==> src/rtl/reduce_ingress_buffer.sv <==
// Ingress buffer in front of the reduce unit. Router flits go through one capture stage (S1).
// Each reduce flit is tagged with the number of children this node waits on in the reduction
// tree rooted at the flit's rank. Tagged entries are queued in a first-word-fall-through FIFO.
// A flit that arrives while the FIFO is full is dropped, and a sticky overflow flag records it.
module reduce_ingress_buffer #(
  parameter int unsigned MyRank        = 0,
  parameter int unsigned lg_numprocs   = 3,
  parameter int unsigned PayloadWidth  = 32,
  parameter int unsigned lg_depth      = 4,
  localparam int unsigned FlitWidth     = PayloadWidth + 50,
  localparam int unsigned ChildrenWidth = lg_numprocs,
  localparam int unsigned EntryWidth    = FlitWidth + ChildrenWidth
) (
  input  logic                  clk,
  input  logic                  rst,
  input  logic [FlitWidth-1:0]  flit_in,
  input  logic                  wr_en,
  output logic                  in_ready,
  input  logic                  rd_en,
  output logic [EntryWidth-1:0] dout,
  output logic                  buf_empty,
  output logic                  buf_full,
  output logic [12:0]           fifo_counter,
  output logic                  overflow
);

  localparam int unsigned Depth    = 1 << lg_depth;
  localparam int unsigned CntWidth = lg_depth + 1;
  localparam int unsigned OpPos    = PayloadWidth;
  localparam int unsigned RankPos  = PayloadWidth + 22;

  localparam logic [CntWidth-1:0]      DepthCnt    = CntWidth'(Depth);
  localparam logic [CntWidth-1:0]      ReadyMaxCnt = CntWidth'(Depth - 2);
  localparam logic [ChildrenWidth-1:0] MyRankBits  = ChildrenWidth'(MyRank);
  localparam logic [ChildrenWidth-1:0] RootChildren = ChildrenWidth'(lg_numprocs);

  // Capture stage
  logic                 s1_valid_q;
  logic [FlitWidth-1:0] s1_flit_q;

  // Tree decode of the S1 flit
  logic [3:0]               s1_op;
  logic                     s1_is_reduce;
  logic [ChildrenWidth-1:0] s1_root;
  logic [ChildrenWidth-1:0] s1_rel;
  logic [ChildrenWidth-1:0] s1_children;

  // FIFO state
  logic [EntryWidth-1:0] mem_q [Depth];
  logic [lg_depth-1:0]   wr_ptr_q, wr_ptr_d;
  logic [lg_depth-1:0]   rd_ptr_q, rd_ptr_d;
  logic [CntWidth-1:0]   count_q, count_d;
  logic                  overflow_q, overflow_d;

  logic fifo_empty;
  logic fifo_full;
  logic push;
  logic pop;
  logic drop;

  // S1 valid: only strobed flits that carry their valid bit enter the pipe
  always_ff @(posedge clk) begin
    if (rst) begin
      s1_valid_q <= 1'b0;
    end else begin
      s1_valid_q <= wr_en & flit_in[FlitWidth-1];
    end
  end

  // S1 payload register; the contents only matter while s1_valid_q is set
  always_ff @(posedge clk) begin
    if (wr_en) begin
      s1_flit_q <= flit_in;
    end
  end

  assign s1_op        = s1_flit_q[OpPos +: 4];
  assign s1_is_reduce = (s1_op[3:2] == 2'b11);
  assign s1_root      = s1_flit_q[RankPos +: ChildrenWidth];
  // Modular subtraction falls out of the ChildrenWidth-bit wrap
  assign s1_rel       = MyRankBits - s1_root;

  // Children count: the root waits on lg_numprocs children, others on trailing zeros of rel
  always_comb begin
    s1_children = '0;
    if (s1_is_reduce) begin
      if (s1_rel == '0) begin
        s1_children = RootChildren;
      end else begin
        // Scan downward so the lowest set bit wins
        for (int i = ChildrenWidth - 1; i >= 0; i--) begin
          if (s1_rel[i]) begin
            s1_children = ChildrenWidth'(i);
          end
        end
      end
    end
  end

  assign fifo_empty = (count_q == '0);
  assign fifo_full  = (count_q == DepthCnt);

  // Fullness is judged at the start of the cycle; a pop in the same cycle does not rescue the flit
  assign push = s1_valid_q & ~fifo_full;
  assign drop = s1_valid_q & fifo_full;
  assign pop  = rd_en & ~fifo_empty;

  // Next-state for pointers, occupancy and the sticky overflow flag
  always_comb begin
    wr_ptr_d   = wr_ptr_q;
    rd_ptr_d   = rd_ptr_q;
    count_d    = count_q;
    overflow_d = overflow_q | drop;
    if (push) begin
      wr_ptr_d = wr_ptr_q + 1'b1;
    end
    if (pop) begin
      rd_ptr_d = rd_ptr_q + 1'b1;
    end
    unique case ({push, pop})
      2'b10:   count_d = count_q + 1'b1;
      2'b01:   count_d = count_q - 1'b1;
      default: count_d = count_q;
    endcase
  end

  // Control state; reset wins over any strobe in the same cycle
  always_ff @(posedge clk) begin
    if (rst) begin
      wr_ptr_q   <= '0;
      rd_ptr_q   <= '0;
      count_q    <= '0;
      overflow_q <= 1'b0;
    end else begin
      wr_ptr_q   <= wr_ptr_d;
      rd_ptr_q   <= rd_ptr_d;
      count_q    <= count_d;
      overflow_q <= overflow_d;
    end
  end

  // Storage array, not reset; stale entries are unreachable once the pointers are cleared
  always_ff @(posedge clk) begin
    if (push && !rst) begin
      mem_q[wr_ptr_q] <= {s1_children, s1_flit_q};
    end
  end

  assign dout         = mem_q[rd_ptr_q];
  assign buf_empty    = fifo_empty;
  assign buf_full     = fifo_full;
  assign fifo_counter = 13'(count_q);
  assign overflow     = overflow_q;
  // Two slots of headroom cover the strobe already sitting in S1 plus the next one
  assign in_ready     = (count_q <= ReadyMaxCnt);

endmodule

==> config.mk <==
export PLATFORM = sky130hd
export DESIGN_NAME = reduce_ingress_buffer
export DESIGN_NICKNAME = d
export VERILOG_FILES = /design/src/rtl/reduce_ingress_buffer.sv
export SDC_FILE = /design/constraint.sdc
export NUM_CORES = 1
export LEC_CHECK = 0
export ABC_AREA = 1
export CORE_AREA = 2 2 312 314
export CTS_CLUSTER_DIAMETER = 40
export DETAILED_ROUTE_END_ITERATION = 12
export DIE_AREA = 0 0 314 316
export HOLD_SLACK_MARGIN = 0.15
export PLACE_DENSITY_LB_ADDON = 0.08
export SETUP_SLACK_MARGIN = 0.05
export SLEW_MARGIN = 15
export SYNTH_ARGS = -nofsm -noshare
export SYNTH_HDL_FRONTEND = slang
export SYNTH_SLANG_ARGS = --single-unit
==> constraint.sdc <==
create_clock -name clk -period 6.3 [get_ports clk]
set_input_delay 0.63 -clock clk [delete_from_list [all_inputs] [get_ports clk]]
set_output_delay 0.63 -clock clk [all_outputs]
set_load 0.005 [all_outputs]
==> qor.yml, run 1 <==
status: "finished, final reports clean"
fillers: 6365
placed_cell_area_um2: 59800
r2r_slack_ns: 3.15
grt_start_max_net_pins: 184
reg2reg_depth: 7
antenna_cells: 0
dieArea_um2: 99200
yosysTopAreaCellShare: 0.752
vias_per_cell: 6.04
fp.dieW_um: 314
cp_slowest_stage_delay_ns: 0.75
syn_inst: 3764
min_to: "s1_flit_q[37]"
drt-pass1-iter-count: 6
multi_input_comb_area_um2: 11100
grt_antenna_before_repair: 2
worst_slew_pin_slew_ns: 1.11
synth.yosys.seq_area_share: 0.759
area_delta_synth_final_pct: 14.8
vias: 32300
synth_largest_area_cell: "edfxtp_1"
crit_arrival_ns: 4.26
whs_ns: 0.407
use_met1: 0.383
placedCellCount: 5029
portBuffers: 178
grt_overflow: 0
switching_share: 0.279
clk_pin_slew_ns: 0.06
syn_area_um2: 56900
p_leak_nw: 21.8
start_kind: "register"
clock_latency_ns: 0.78
pwr-share-clk: 0.375
finalCriticalPeriod_ns: 4.89
path_max_fanout: 63
cts.sinks: 1445
seq_area_um2: 43200
power_frac_comb: 0.194
crit_buf_inv: 3
synthTopCellsByArea: "edfxtp_1, mux2i_1, o211ai_1"
cts_tree: "built"
critPathKind: "reg -> out"
max-cap-violations: 0
fp.dieH_um: 316
power_density_nw_per_um2: 393
drc: 0
instances_no_fill: 5339
sequentialPowerShare: 0.431
critical_path_depth: 8
wl_per_cell_um: 25.2
ir_worst_vdd_uv: 345
finalMaxSlewViolations: 0
io_pins: 188
cp-end-kind: "output port"
power.internal_mw: 18.5
synth.distinct_cells: 28
post-dp-hpwl_mm: 63.0
fin_worst_skew_ns: 0.0275
cp_slowest_cell: "dfxtp_4"
setup_viol: 0
required_ns: 5.67
avgSynthCellArea_um2: 15.1
yosys_warnings: 0
hold_viol: 0
crit_chain: "buf_4, buf_4, a21oi_1, o21ai_0, o21ai_0, o211ai_1, nand2_1, clkdlybuf4s50_1"
critPathTopFamily: "buffers and inverters"
period_share: 0.776
drive_above_1_share: 0.0854
ys_seq_elements: 1445
pre_cts_slack_ns: 2.30
hp-class: "in -> reg"
detail-route-antenna-nets: 0
r2r_end: "mem_q[1][8]"
finalSetupTns_ns: 0
ctsHoldBuffers: 0
p_total_mw: 25.7
rsz0062_at_grt: "no"
grt_pass1_vias: 31900
timing.final.ws_setup_ns: 1.41
grt.busiest_layer: "met2"
htreeDepth: 4
max_freq_ghz: 0.204
post-route-util: 0.681
first_iter_violations: 3724
nNetsFinal: 4016
start_util: 0.593
core_area_um2: 96000
hp-start: "flit_in[37]"
drt_wl_total_mm: 135
rows: 114
max-slew-margin-rel: 0.258
post-cts-setup-buffer-count: 0
clock_path_buffers: 3
switching_power_mw: 7.16
root_buffer: "clkbuf_16"
cts_buffers: 168
grtUsageMet2: 0.445
grt_util_met3: 0.0430
fin_area_um2: 65400
ctsResizeCount: 0
routabilityCongestion: 0.772
grt_pass1_wl_mm: 200
regToRegStartpoint: "count_q[2]"
grt.total_usage: 0.272
hold_path_depth: 1
[power groups by stage]
stage / sequential [mW] / combinational [mW] / clock (mW)
2_1_floorplan: 11.1 / 3.52 / 0
3_3_place_gp: 11.2 / 4.86 / 0
3_5_place_dp: 11.3 / 4.95 / 0
4_1_cts: 11.1 / 4.99 / 9.75
5_1_grt: 11.1 / 5.47 / 10.2
6_report: 11.1 / 4.98 / 9.63
[synth_stat cells, drive strengths merged]
| master | count |
|---|---|
| conb | 1 |
| a211oi | 1 |
| o21ai | 416 |
| mux2i | 336 |
| xor2 | 4 |
| xnor2 | 2 |
| buf | 120 |
| a41oi | 1 |
| inv | 360 |
| o211ai | 336 |
| nand4 | 1 |
| clkbuf | 133 |
| edfxtp | 1426 |
| ha | 7 |
| a21oi | 343 |
| nand2 | 103 |
| nor3 | 2 |
| nor2 | 40 |
| nand3 | 113 |
| dfxtp | 19 |
[logic make-up (layout without fill, tap and decap cells)]
logic type               Yosys count  count (layout)  synth area share
adder cells (fa/ha/maj)            7               7           0.00154
buffers and inverters            613             904            0.0485
XOR/XNOR                           6               6          0.000923
flip-flops                      1445            1445             0.759
multiplexers                     336             336            0.0591
AND/OR/NAND/NOR                  259             259            0.0197
other                              1               9         0.0000659
AO/OA/AOI/OAI                   1097            1097             0.111
[sequential cells by signal (all words and copies together) (netlist names), named ones only]
register,cells
mem_q,1344
overflow,1
s1_flit_q,82
count_q,5
rd_ptr_q,4
s1_valid_q,1
wr_ptr_q,4
[final cells by class]
type,instances,share of cell area
sequential,1445,0.661
multi-input combinational,1714,0.170
clock buffer,187,0.0657
timing repair buffer,234,0.0379
tap,1276,0.0244
inverter,360,0.0209
clock inverter,123,0.0201
[layer usage]
metal  vias up  wire length (µm)
met2      1212             65600
met1     16300             56700
li1      14600                 -
met3       227              8960
met5         -                 9
met4         2              3260
[worst reg2reg max path, delay by kind of cell, from the launching register on]
| family | cells | cell delay, ns |
|---|---|---|
| flops | 1 | 0.47 |
| simple gates | 5 | 1.41 |
| buf+inv | 2 | 0.88 |
[worst max path at each step]
stage,endpoint,from,slack (ns)
3_3_place_gp,dout[32],register,2.25
3_5_place_dp,dout[22],register,2.30
5_1_grt,dout[22],register,1.28
6_report,dout[40],register,1.41
4_1_cts,dout[22],register,1.43
2_1_floorplan,mem_q[15][0],rst,0.94
[layout by cell type, fill, tap and decap left out, types with 23 or more instances in the layout]
cell type and count:
clkbuf_16 169, nand3_1 113, nand2_1 103, edfxtp_1 1426
inv_1 357, mux2i_1 336, o21ai_0 393, buf_4 35
o21ai_1 23, clkdlybuf4s50_1 177, nor2_1 24, o211ai_1 336
clkinv_1 25, a21oi_1 343, clkinv_2 24
Power figures use the tool's default switching activity.
==> run 2, diff against run 1 <==
clock period = 5 ns   (was 6.3 ns; I/O delays follow)
==> run 2 against run 1 <==
Effect of this change:
- clock power grew 28%
- global-route usage is essentially flat
- count of clock-buffer cells in the layout grew 20
- via count up 0.60%
- sequential share of layout area fell by 0.51 points
- combinational power is 31% higher
- hold slack got worse by 0.11 ns
==> qor.yml, run 2 (synthesized netlist as in run 1, its figures left out) <==
start_kind: "register"
post-dp-hpwl_mm: 68.6  # +8.9%
fillers: 6407  # +0.66%
setup_viol: 0  # unchanged
post-route-util: 0.686  # +0.00532
cts_buffers: 171  # +1.8%
routabilityCongestion: 0.787  # +1.8%
vias_per_cell: 6.04  # about the same
clk_pin_slew_ns: 0.06  # about the same
status: "finished, final reports clean"
io_pins: 188  # unchanged
switching_power_mw: 9.01  # +26%
portBuffers: 178  # unchanged
hp-class: "in -> reg"
max_freq_ghz: 0.244
ctsHoldBuffers: 0  # unchanged
cp-end-kind: "output port"
grt_pass1_wl_mm: 199  # -0.25%
clock_path_buffers: 3  # unchanged
largest-register: "mem_q"
first_iter_violations: 3464  # -7.0%
fin_area_um2: 65900  # +0.78%
finalCriticalPeriod_ns: 4.10
placed_cell_area_um2: 60200  # +0.67%
met1_length_mm: 55.2  # -2.7%
pwr-share-clk: 0.377  # +0.002
clock_latency_ns: 0.76  # -0.02 ns
ir_worst_vdd_uv: 423  # +23%
period_share: 0.820
rows: 114  # unchanged
rsz0062_at_grt: "no"
final_cell_mix: "edfxtp_1, o21ai_0, inv_1, a21oi_1"
switching_share: 0.275  # -0.00371
cts_tree: "built"
fp.dieH_um: 316  # unchanged
post-cts-setup-buffer-count: 0  # unchanged
sequentialPowerShare: 0.424  # -0.007
multi_input_comb_area_um2: 11100  # about the same
wl_per_cell_um: 25.1  # -0.44%
power.internal_mw: 23.7  # +28%
area_delta_synth_final_pct: 15.7
maxUsedRoutingLayer: "met4"
crit_arrival_ns: 3.60  # -0.66 ns
wl_met2_mm: 67.8  # +3.3%
path_max_fanout: 144  # +130%
drt_wl_total_mm: 135  # about the same
grt_pass1_vias: 32300  # +1.5%
largest_register_ffs: 1344  # unchanged
drive_above_1_share: 0.0899  # +0.00453
max-cap-violations: 0  # unchanged
final_common_cell: "edfxtp_1"
nNetsFinal: 4047  # +0.77%
power_density_nw_per_um2: 497  # +27%
grt_overflow: 0  # unchanged
p_leak_nw: 22.0  # +1.0%
start_util: 0.593  # unchanged
required_ns: 4.50  # -1.17 ns
grt.total_usage: 0.272  # about the same
worst_slew_pin_slew_ns: 1.19  # +0.0778 ns
grt_antenna_before_repair: 1  # -1
grt_start_max_net_pins: 185  # +0.54%
ctsResizeCount: 0  # unchanged
fp.dieW_um: 314  # unchanged
reg_top3: "mem_q x1344, s1_flit_q x82, count_q x5"
dieArea_um2: 99200  # unchanged
drt-pass1-iter-count: 5  # -1
htreeDepth: 4  # unchanged
critPathKind: "reg -> out"
vias: 32400  # +0.60%
finalMaxSlewViolations: 0  # unchanged
cts.sinks: 1445  # unchanged
max-slew-margin-rel: 0.206  # -0.0519
detail-route-antenna-nets: 0  # unchanged
fin_worst_skew_ns: 0.0269  # -0.000605 ns
seq_area_um2: 43200  # unchanged
power_frac_comb: 0.199  # +0.005
drc: 0  # unchanged
wl_met3_mm: 9.09  # +1.5%
hold_viol: 0  # unchanged
core_area_um2: 96000  # unchanged
antenna_cells: 0  # unchanged
root_buffer: "clkbuf_16"
## run 2: path summary, 6_finish.rpt
kind	endpoint	start	cells past startpoint	slack, ns
worst max register to register	mem_q[0][61]	count_q[1]	7	2.09
worst min register to register	overflow	overflow	2	0.48
worst min-delay path	s1_flit_q[40]	flit_in[40]	1	0.29
worst max-delay path	dout[72]	register	6	0.90
## run 2: final cells by class
| class | instances | share of cell area |
|---|---|---|
| multi-input combinational | 1714 | 0.169 |
| timing repair buffer | 262 | 0.0436 |
| sequential | 1445 | 0.656 |
| inverter | 360 | 0.0207 |
| clock inverter | 104 | 0.0174 |
| clock buffer | 207 | 0.0694 |
| tap | 1276 | 0.0242 |
## run 2: routing by layer
metal,global-route usage,vias to the layer above
met5,0,-
met4,0.0786,0
met3,0.0386,208
met2,0.460,1286
met1,0.373,16300
li1,-,14600
## run 2: power by group through the flow
stage / registers, mW / clock network [mW] / logic, mW
finish: 13.9 / 12.3 / 6.53
global placement: 14.1 / 0 / 6.38
global route: 13.9 / 13.0 / 7.14
floorplan: 14.0 / 0 / 4.43
detailed placement: 14.1 / 0 / 6.49
CTS: 13.9 / 12.5 / 6.55
## run 2: critical path: stages (launching register included)
cell and delay, ns:
dfxtp_4 0.38, inv_8 0.63, buf_4 0.66, o21ai_0 0.19, o211ai_1 0.27, nand2_1 0.09, clkdlybuf4s50_1 0.46
## run 2: through the flow
step | hold WS [ns] | worst slack, ns | instances | TNS, ns | power [mW]
finish | 0.294 | 0.900 | 5368 | 0 | 32.8
floorplan | 0.457 | -0.228 | 3772 | -153.44 | 18.4
detailed placement | 0.468 | 1.53 | 5057 | 0 | 20.6
CTS | 0.245 | 0.849 | 5368 | 0 | 32.9
global placement | 0.455 | 1.63 | 5057 | 0 | 20.5
global route | 0.280 | 0.736 | 5368 | 0 | 34.0
